File: src/rtl/acc_control_fsm.sv
// Control unit for the 8-bit accumulator machine.
// Fetches an instruction, decodes its opcode and sequences the datapath
// (A-register, PC, IR, memory) through one execute step per instruction.
// All control outputs are registered from the next state. The two
// conditional-jump outputs are the only exception: they combine a
// registered "in JZ/JPOS" qualifier with the live accumulator flags, so
// the flags are sampled in the jump state itself.
//
// Handshake: Enter is a level-sensitive user strobe. INPUT waits for
// Enter=1, A is loaded for exactly one cycle (INLD), and INREL then waits
// for Enter=0. A held press therefore loads A only once, and the next
// fetch starts only after the key is released.
module acc_control_fsm #(
  parameter int OP_W   = 3,
  parameter int ADDR_W = 5
) (
  input  logic                     clk,
  input  logic                     reset,
  input  logic [OP_W+ADDR_W-1:0]   IR,
  input  logic                     Aeq0,
  input  logic                     Apos,
  input  logic                     Enter,
  output logic                     IRload,
  output logic                     PCload,
  output logic                     JMPmux,
  output logic                     Meminst,
  output logic                     MemWr,
  output logic [1:0]               Asel,
  output logic                     Aload,
  output logic                     Sub,
  output logic                     Halt,
  output logic [3:0]               state
);

  typedef enum logic [3:0] {
    S_START  = 4'd0,
    S_FETCH  = 4'd1,
    S_DECODE = 4'd2,
    S_LOAD   = 4'd3,
    S_STORE  = 4'd4,
    S_ADD    = 4'd5,
    S_SUB    = 4'd6,
    S_INPUT  = 4'd7,
    S_INLD   = 4'd8,
    S_INREL  = 4'd9,
    S_JZ     = 4'd10,
    S_JPOS   = 4'd11,
    S_HALT   = 4'd12
  } state_t;

  localparam logic [OP_W-1:0] OP_LOAD  = OP_W'(0);
  localparam logic [OP_W-1:0] OP_STORE = OP_W'(1);
  localparam logic [OP_W-1:0] OP_ADD   = OP_W'(2);
  localparam logic [OP_W-1:0] OP_SUB   = OP_W'(3);
  localparam logic [OP_W-1:0] OP_INPUT = OP_W'(4);
  localparam logic [OP_W-1:0] OP_JZ    = OP_W'(5);
  localparam logic [OP_W-1:0] OP_JPOS  = OP_W'(6);
  localparam logic [OP_W-1:0] OP_HALT  = OP_W'(7);

  localparam logic [1:0] ASEL_ALU   = 2'b00;
  localparam logic [1:0] ASEL_INPUT = 2'b01;
  localparam logic [1:0] ASEL_MEM   = 2'b10;

  // Registered control word; also serves as a debug view of the decoded outputs.
  typedef struct packed {
    logic       irload;
    logic       pcload;
    logic       meminst;
    logic       memwr;
    logic [1:0] asel;
    logic       aload;
    logic       sub;
    logic       halt;
    logic       jz;
    logic       jpos;
  } ctl_t;

  // Kept as a plain vector so the unused codes 13-15 are representable and recoverable.
  logic [3:0]      state_q;
  logic [3:0]      state_d;
  ctl_t            ctl_q;
  ctl_t            ctl_d;
  logic [OP_W-1:0] opcode;

  assign opcode = IR[OP_W+ADDR_W-1:ADDR_W];

  // The address field goes straight to the datapath; the control unit only decodes the opcode.
  logic unused_addr;
  assign unused_addr = ^IR[ADDR_W-1:0];

  // Next-state selection.
  always_comb begin
    state_d = S_START;
    case (state_q)
      S_START:  state_d = S_FETCH;
      S_FETCH:  state_d = S_DECODE;
      S_DECODE: begin
        case (opcode)
          OP_LOAD:  state_d = S_LOAD;
          OP_STORE: state_d = S_STORE;
          OP_ADD:   state_d = S_ADD;
          OP_SUB:   state_d = S_SUB;
          OP_INPUT: state_d = S_INPUT;
          OP_JZ:    state_d = S_JZ;
          OP_JPOS:  state_d = S_JPOS;
          OP_HALT:  state_d = S_HALT;
          default:  state_d = S_START;
        endcase
      end
      S_LOAD:   state_d = S_FETCH;
      S_STORE:  state_d = S_FETCH;
      S_ADD:    state_d = S_FETCH;
      S_SUB:    state_d = S_FETCH;
      S_INPUT:  state_d = Enter ? S_INLD : S_INPUT;
      S_INLD:   state_d = S_INREL;
      S_INREL:  state_d = Enter ? S_INREL : S_FETCH;
      S_JZ:     state_d = S_FETCH;
      S_JPOS:   state_d = S_FETCH;
      S_HALT:   state_d = S_HALT;
      default:  state_d = S_START;
    endcase
  end

  // Control word for the state being entered, so outputs appear registered with the state.
  always_comb begin
    ctl_d = '0;
    ctl_d.asel = ASEL_ALU;
    case (state_d)
      S_FETCH: begin
        ctl_d.meminst = 1'b1;
        ctl_d.irload  = 1'b1;
        ctl_d.pcload  = 1'b1;
      end
      S_LOAD: begin
        ctl_d.asel  = ASEL_MEM;
        ctl_d.aload = 1'b1;
      end
      S_STORE: ctl_d.memwr = 1'b1;
      S_ADD: begin
        ctl_d.asel  = ASEL_ALU;
        ctl_d.aload = 1'b1;
      end
      S_SUB: begin
        ctl_d.asel  = ASEL_ALU;
        ctl_d.sub   = 1'b1;
        ctl_d.aload = 1'b1;
      end
      S_INLD: begin
        ctl_d.asel  = ASEL_INPUT;
        ctl_d.aload = 1'b1;
      end
      S_JZ:    ctl_d.jz   = 1'b1;
      S_JPOS:  ctl_d.jpos = 1'b1;
      S_HALT:  ctl_d.halt = 1'b1;
      default: ctl_d = '0;
    endcase
  end

  // State and control-word registers; synchronous reset overrides every transition.
  always_ff @(posedge clk) begin
    if (reset) begin
      state_q <= S_START;
      ctl_q   <= '0;
    end else begin
      state_q <= state_d;
      ctl_q   <= ctl_d;
    end
  end

  // Jump outputs: the registered jump-state qualifier gated by the live flag.
  logic take_jump;
  assign take_jump = (ctl_q.jz & Aeq0) | (ctl_q.jpos & Apos);

  assign IRload  = ctl_q.irload;
  assign PCload  = ctl_q.pcload | take_jump;
  assign JMPmux  = take_jump;
  assign Meminst = ctl_q.meminst;
  assign MemWr   = ctl_q.memwr;
  assign Asel    = ctl_q.asel;
  assign Aload   = ctl_q.aload;
  assign Sub     = ctl_q.sub;
  assign Halt    = ctl_q.halt;
  assign state   = state_q;

  // Structural invariants of the control word.
  a_load_xor_write: assert property (@(posedge clk) disable iff (reset) !(Aload && MemWr));
  a_asel_legal:     assert property (@(posedge clk) disable iff (reset) Asel != 2'b11);
  a_irload_fetch:   assert property (@(posedge clk) disable iff (reset) IRload |-> (state_q == S_FETCH));

endmodule

File: config.mk
export PLATFORM = sky130hd
export DESIGN_NAME = acc_control_fsm
export DESIGN_NICKNAME = d
export VERILOG_FILES = /design/src/rtl/acc_control_fsm.sv
export SDC_FILE = /design/constraint.sdc
export NUM_CORES = 1
export LEC_CHECK = 0
export ABC_AREA = 1
export CORE_UTILIZATION = 46
export DETAILED_ROUTE_END_ITERATION = 8
export HOLD_SLACK_MARGIN = 0.03
export PLACE_DENSITY = 0.86
export SYNTH_ARGS = -nofsm -noshare
export SYNTH_HDL_FRONTEND = slang
export SYNTH_SLANG_ARGS = --single-unit
File: constraint.sdc
create_clock -name clk -period 3.6 [get_ports clk]
set_input_delay 1.08 -clock clk [delete_from_list [all_inputs] [get_ports clk]]
set_output_delay 1.08 -clock clk [all_outputs]
set_load 0.1 [all_outputs]
# Word level (Yosys, flattened, before mapping)
# Memories as Yosys holds them, arrays and structs flattened.
# Cells that the tools add are included.
[totals] reg_bits=15 latchBits=0 ramBits=0 romBits=32 input_bits=13 output_inout_bits=14 wordCells=50 memories=1
[op_classes] n_addsub=0 n_mul=0 div=0 order_cmp=0 n_eq_ne=21 shifts=0 mux=10 bitwise=4 reduce_logical=3
[mem_list] memory="(no name shown)" depth=8 word_bits=4 rd=1 rd_clocked_by_memory_dff=0 wr=0 line="98" source="case (opcode)"
[ops] op="$eq 4x4->1 const B" n=9
[ops] op="$eq 4x3->1 const B" n=7
[ops] op="$pmux 4 s7" n=1
[ops] op="$eq 4x2->1 const B" n=3
[ops] op="$pmux 3 s3" n=1
[ops] op="$eq 4x1->1 const B" n=2
[ops] op="$mux 4" n=2
[ops] op="$reduce_or 7->1" n=1
[ops] op="$mux 1" n=5
[ops] op="$logic_not 4->1" n=1
[ops] op="$mux 3" n=1
[ops] op="$and 1x1->1" n=2
[ops] op="$or 1x1->1" n=2
[ops] op="$reduce_or 2->1" n=1

# Depth between registers and ports, before layout
# Gate-level depths: netlist (run 1).
[logic_depth] ltp_word=6 depth_mapped=12 depth_no_buf=12

# Worst setup path before layout (run 1)
# No wires, ideal clock.
[synth_path] kind="in2out" start="input port Aeq0" end="output port PCload" arrival_ps=2423 required_time_ps=2520 slack_ps=97 stages=2 n_path_buf=0 cell_sequence="a22o_1 -> or2_2"
[synth_between] elab_chain_len=3
[synth_lines] element="start: declaration" line="20" source="input logic Aeq0,"
[synth_lines] element="$and 1x1->1" line="172" source="assign take_jump = (ctl_q.jz & Aeq0) | (ctl_q.jpos & Apos);"
[synth_lines] element="$or 1x1->1" line="172"
[synth_lines] element="$or 1x1->1" line="175" source="assign PCload = ctl_q.pcload | take_jump;"
[synth_lines] element="end: declaration" line="24" source="output logic PCload,"
# Every way passes these cells.

# Final worst setup path (run 1)
# Ends and elaborated chain as after synthesis.

==> out/metrics.yaml, run 1 <==
outcome:
  outcome: "finished clean"
critical_path:
  r2r_slack_ns: 2.08
  cp_data_arrival_time_ns: 2.23
  critPathKind: "in -> out"
  crit_fanout: 2
  end_kind: "primary output"
  critical_path_required_ns: 2.52
  critPathLaunchType: "input pin"
routing:
  drcViolationCount: 0
  wirelength_mm: 1.40
  wl_per_cell_um: 9.37
  dr.pass1.iters: 4
  dr_total_vias: 714
  first_iter_violations: 22
  postRouteAntennaNets: 0
  vias_per_cell: 4.79
logic_synthesis:
  synth_cell_types: 19
  syn_inst: 112
  synthesis.area_um2: 732
  synth_seq_cells: 13
  synth_top_area_share_pct: 35.6
  synth_area_leaders: "dfxtp_1 (36%), nand2_1 (12%), nor2_1 (12%), inv_1 (8.2%), nand2_2 (5.1%)"
  syn_area_per_cell_um2: 6.54
  synth_nets: 127
  yosysWarnings: 0
  ys_seq_area_share_pct: 35.6
  synth_top_area_cell: "dfxtp_1"
timing:
  setup_viol_count_final: 0
  setup_tns_ns: 0
  finalHoldViolations: 0
  fin_crit_ns: 3.31
  fmax_ghz: 0.302
  hold_slack_ns: 0.780
  worst_slew_pin_slew_ns: 0.315
  layout_worst_path_cycle_share_pct: 91.9
  rsz0062_at_grt: "no"
  finClkSkew_ns: 0.00329
  worst_slack_ns: 0.291
  relSlewSlack_pct: 79.0
  drv_slew: 0
grt:
  grt_pass1_wl_mm: 2.50
  grt_max_degree: 9
  antenna_found_initial: 0
  grtUsageTotal_pct: 18.0
  grt_remaining_overflow: 0
  grt_pass1_vias: 630
clock_tree:
  postCtsSetupBuffers: 0
  cts_buffers: 3
  cts_tree: "done"
  cts.path.max_buffers: 2
  clock-sinks: 13
  htree_num_levels: 1
  clkSlewWorstSetupHoldPaths_ns: 0.08
  cts_hold_buf: 0
  cts_resized: 0
  cts_root_buffer: "clkbuf_4"
  clkLatencyLatePin_ns: 0.27
die:
  dieArea_mm2: 0.00175
  rows: 14
  ioPinCount: 27
  start_util_pct: 49.2
  die_w_um: 41.9
  core_mm2: 0.00149
  die_h_um: 41.9
finish:
  finalNonFillerCells: 149
  layout_common_cells: "nand2_1 (23), nor2_1 (23), inv_1 (16)"
  layout-drive-gt1-share_pct: 24.8
  area_growth_pct: 30.3
  diodes: 0
  fin_nets: 149
  fill_cells: 129
hold_path:
  hold_path.class: "reg -> reg"
power_and_ir_drop:
  power.density_mw_per_mm2: 876
  vdd_ir_drop_max_v: 0.000456
  leakagePower_uw: 0.000510
placed_design:
  port_buffers: 21
  dpl.cell_count: 145
  place_hpwl_mm: 1.16
  pre_cts_slack_ns: 0.297
  gp_congestion: 0.888
run:
  maxCapViolations: 0
-- layer usage --
| layer | routed length, um | track usage (%) | up-vias |
|---|---|---|---|
| met4 | 0 | 1.94 | 0 |
| li1 | - | - | 383 |
| met3 | 72 | 5.22 | 0 |
| met1 | 661 | 23.5 | 315 |
| met2 | 662 | 30.3 | 16 |
| met5 | 0 | 0 | - |
-- synthesized netlist by cell type --
master    instances
nand2_1          23
nor2_1           23
inv_1            16
dfxtp_1          13
nand3_1           7
nand2_2           6
nor2_2            4
o21ai_0           4
buf_4             3
ha_1              2
nand3_2           2
nor3_1            2
a21oi_2           1
a22o_1            1
and3_1            1
clkbuf_1          1
inv_2             1
nor4_1            1
or2_2             1
-- kinds of logic (layout without fill, tap and decap cells) --
kind of cell	count (synthesis)	in the layout	share of synthesized area (%)
and+or+nand+nor	70	70	43.6
buffers and inverters	21	42	12.3
DFF	13	13	35.6
AOI/OAI and AO/OA	6	6	5.13
adders and majority gates	2	2	3.42
-- stage by stage --
step | power [uW] | utilization (%) | area [um^2]
2_1_floorplan | 646 | - | 732
3_3_place_gp | 744 | 62.2 | 926
3_5_place_dp | 751 | 62.2 | 926
4_1_cts | 838 | 64.0 | 953
5_1_grt | 888 | 64.0 | 953
6_report | 835 | 64.0 | 953
-- area by class of cell --
type                            instances  area, um^2  share of cell area, %
Inverter                               17        63.8                   6.69
Sequential cell                        13         260                   27.3
Tap cell                               16        20.0                   2.10
Timing Repair Buffer                   21         200                   21.0
Multi-Input combinational cell         78         382                   40.0
Clock inverter                          1        5.00                  0.525
Clock buffer                            3        22.5                   2.36
-- critical path, stage by stage --
cell and delay (ns):
clkdlybuf4s50_1 0.41, a22o_1 0.25, or2_2 0.31, buf_12 0.17
-- where the power goes --
group | leakage (uW) | internal (uW) | switching [uW] | total (uW)
clock | 0.0000177 | 41.2 | 45.9 | 87.1
sequential | 0.000106 | 170 | 26.9 | 197
combinational | 0.000386 | 133 | 418 | 551
total | 0.000510 | 344 | 491 | 835
-- flip-flops by register name (all words and copies together), names as in the netlist --
name	flops
Sub	1
Aload	1
ctl_q	2
Halt	1
MemWr	1
state	4
IRload	1
Asel	2
-- path summary, 6_finish.rpt --
path	startpoint	end	cells past startpoint
worst min-delay path	state[2]	state[0]	5
worst min register to register	state[2]	state[0]	5
worst max-delay path	Aeq0	PCload	4
worst max register to register	state[0]	Aload	11
(Power assumes the default switching activity.)
==> run 2: changes to the inputs <==
--- a/config.mk
+++ b/config.mk
@@ -7,6 +7,7 @@
 export LEC_CHECK = 0
 export ABC_AREA = 1
 export CORE_UTILIZATION = 46
+export CTS_CLUSTER_DIAMETER = 30
 export DETAILED_ROUTE_END_ITERATION = 8
 export HOLD_SLACK_MARGIN = 0.03
 export PLACE_DENSITY = 0.86
==> results of run 2 <==
The final DEF is identical to that of run 1; final timing and power are the same.
==> run 3: changes to the inputs <==
--- a/config.mk
+++ b/config.mk
@@ -6,11 +6,13 @@
 export NUM_CORES = 1
 export LEC_CHECK = 0
 export ABC_AREA = 1
+export CORE_MARGIN = 2
 export CORE_UTILIZATION = 46
 export CTS_CLUSTER_DIAMETER = 30
 export DETAILED_ROUTE_END_ITERATION = 8
 export HOLD_SLACK_MARGIN = 0.03
 export PLACE_DENSITY = 0.86
+export SETUP_SLACK_MARGIN = 0.4
 export SYNTH_ARGS = -nofsm -noshare
 export SYNTH_HDL_FRONTEND = slang
 export SYNTH_SLANG_ARGS = --single-unit
==> run 3 against run 2 <==
  * Non-clock buffer count up 1
  * Setup slack better by 0.25 ns
  * Global-route usage fell by 0.77 points
  * Hold slack worse by 0.0082 ns
  * Wire length rose by 3.5%
  * Sequential share of layout area is 0.56 points lower
  * Count of clock-buffer cells in the layout unchanged
  * Critical path depth is the same
  * Register-to-register slack about the same
  * Final cell count grew 0.67%
  * Maximum frequency is 8.2% higher
  * Via count up 3.6%
  * Critical path type unchanged
  * Largest cell class unchanged
  * Largest power group unchanged
==> out/metrics.yaml, run 3 (synthesis gave the netlist of run 1 again) <==
outcome:
  outcome: "finished clean"
power_and_ir_drop:
  leakagePower_uw: 0.000532
  vdd_ir_drop_max_v: 0.000458
  power.density_mw_per_mm2: 865
finish:
  fill_cells: 134
  diodes: 0
  area_growth_pct: 33.0
  fin_nets: 150
  largest_reg_flops: 4
  layout-drive-gt1-share_pct: 26.1
  fin_util_pct: 64.6
  layout_common_cells: "nand2_1 (23), nor2_1 (23), inv_1 (16)"
routing:
  wl_per_cell_um: 9.63
  postRouteAntennaNets: 0
  vias_per_cell: 4.93
  dr.pass1.iters: 4
  wirelength_mm: 1.45
  drcViolationCount: 0
  first_iter_violations: 6
  dr_total_vias: 740
clock_tree:
  cts_buffers: 3
  clkSlewWorstSetupHoldPaths_ns: 0.08
  cts_root_buffer: "clkbuf_4"
  cts.path.max_buffers: 2
  htree_num_levels: 1
  clkLatencyLatePin_ns: 0.28
  cts_tree: "done"
  clock-sinks: 13
  cts_hold_buf: 0
timing:
  worst_slew_pin_slew_ns: 0.313
  hold_slack_ns: 0.772
  setup_tns_ns: 0
  drv_slew: 0
  layout_worst_path_cycle_share_pct: 84.9
  worst_slack_ns: 0.543
  fmax_ghz: 0.327
  fin_crit_ns: 3.06
  finalHoldViolations: 0
  setup_viol_count_final: 0
  rsz0062_at_grt: "no"
  finClkSkew_ns: 0.00719
  relSlewSlack_pct: 79.1
grt:
  grt_pass1_wl_mm: 2.54
  grt_pass1_vias: 656
  grtUsageTotal_pct: 17.2
  antenna_found_initial: 0
  grt_max_degree: 9
  grt_remaining_overflow: 0
critical_path:
  critical_path_required_ns: 2.52
  crit_fanout: 2
  end_kind: "primary output"
  critPathKind: "in -> out"
  critPathLaunchType: "input pin"
  cp_data_arrival_time_ns: 1.98
die:
  core_mm2: 0.00151
  dieArea_mm2: 0.00193
  ioPinCount: 27
  start_util_pct: 48.6
  die_h_um: 43.9
  rows: 14
  die_w_um: 43.9
placed_design:
  pre_cts_slack_ns: 0.299
  gp_congestion: 0.814
  place_hpwl_mm: 1.19
  port_buffers: 21
run:
  maxCapViolations: 0
hold_path:
  hold_path.class: "reg -> reg"
## run 3: cell types whose count changed in the layout (fill, tap and decap cells not counted)
cell,delta
or2_2,-1
dlygate4sd2_1,+1
a22o_1,-1
clkdlybuf4s50_1,-2
buf_4,+1
dlymetal6s2s_1,+1
or2_4,+1
a22o_4,+1
## run 3: worst paths after layout
path,cells past startpoint,from,end,slack [ns]
max,4,Aeq0,PCload,0.54
min,5,state[2],state[0],0.77
min reg2reg,5,state[2],state[0],0.77
max reg2reg,11,state[0],Aload,2.08
## run 3: layout make-up
| cell class | instances | area [um^2] | area share (%) |
|---|---|---|---|
| Inverter | 17 | 63.8 | 6.56 |
| Sequential cell | 13 | 260 | 26.7 |
| Multi-Input combinational cell | 78 | 393 | 40.4 |
| Tap cell | 16 | 20.0 | 2.06 |
| Timing Repair Buffer | 22 | 209 | 21.5 |
| Clock inverter | 1 | 5.00 | 0.514 |
| Clock buffer | 3 | 22.5 | 2.31 |
## run 3: per-stage QoR
step	cell area, um^2	power, uW	instances
after global routing	973	893	150
after floorplan	733	646	112
after detailed placement	927	753	145
after global placement	927	746	145
final	973	842	150
after CTS	971	846	150
## run 3: metal layers
metal	track usage (%)	share of wire, %	vias to the layer above
met1	22.2	46	342
met3	6.25	4.7	0
li1	-	-	383
met2	28.5	49	15
met5	0	0	-
met4	1.82	0	0
## run 3: what timing repair did
| item | 4_1_cts | 5_1_grt |
|---|---|---|
| pin swaps | 1 | 0 |
| cloned | 0 | 0 |
| setup endpoints to repair | 1 | 1 |
| gates resized for setup | 3 | 1 |
| buffers inserted | 1 | 0 |
| hold endpoints to repair | 0 | 0 |
## run 3: critical path, stage by stage
cell	delay (ns)
dlygate4sd2_1	0.24
a22o_4	0.25
or2_4	0.23
buf_12	0.16
## run 3: power by group
group / switching, uW / internal, uW
Clock: 46.5 / 41.2
Combinational: 420 / 136
Sequential: 27.9 / 170
Total: 494 / 348
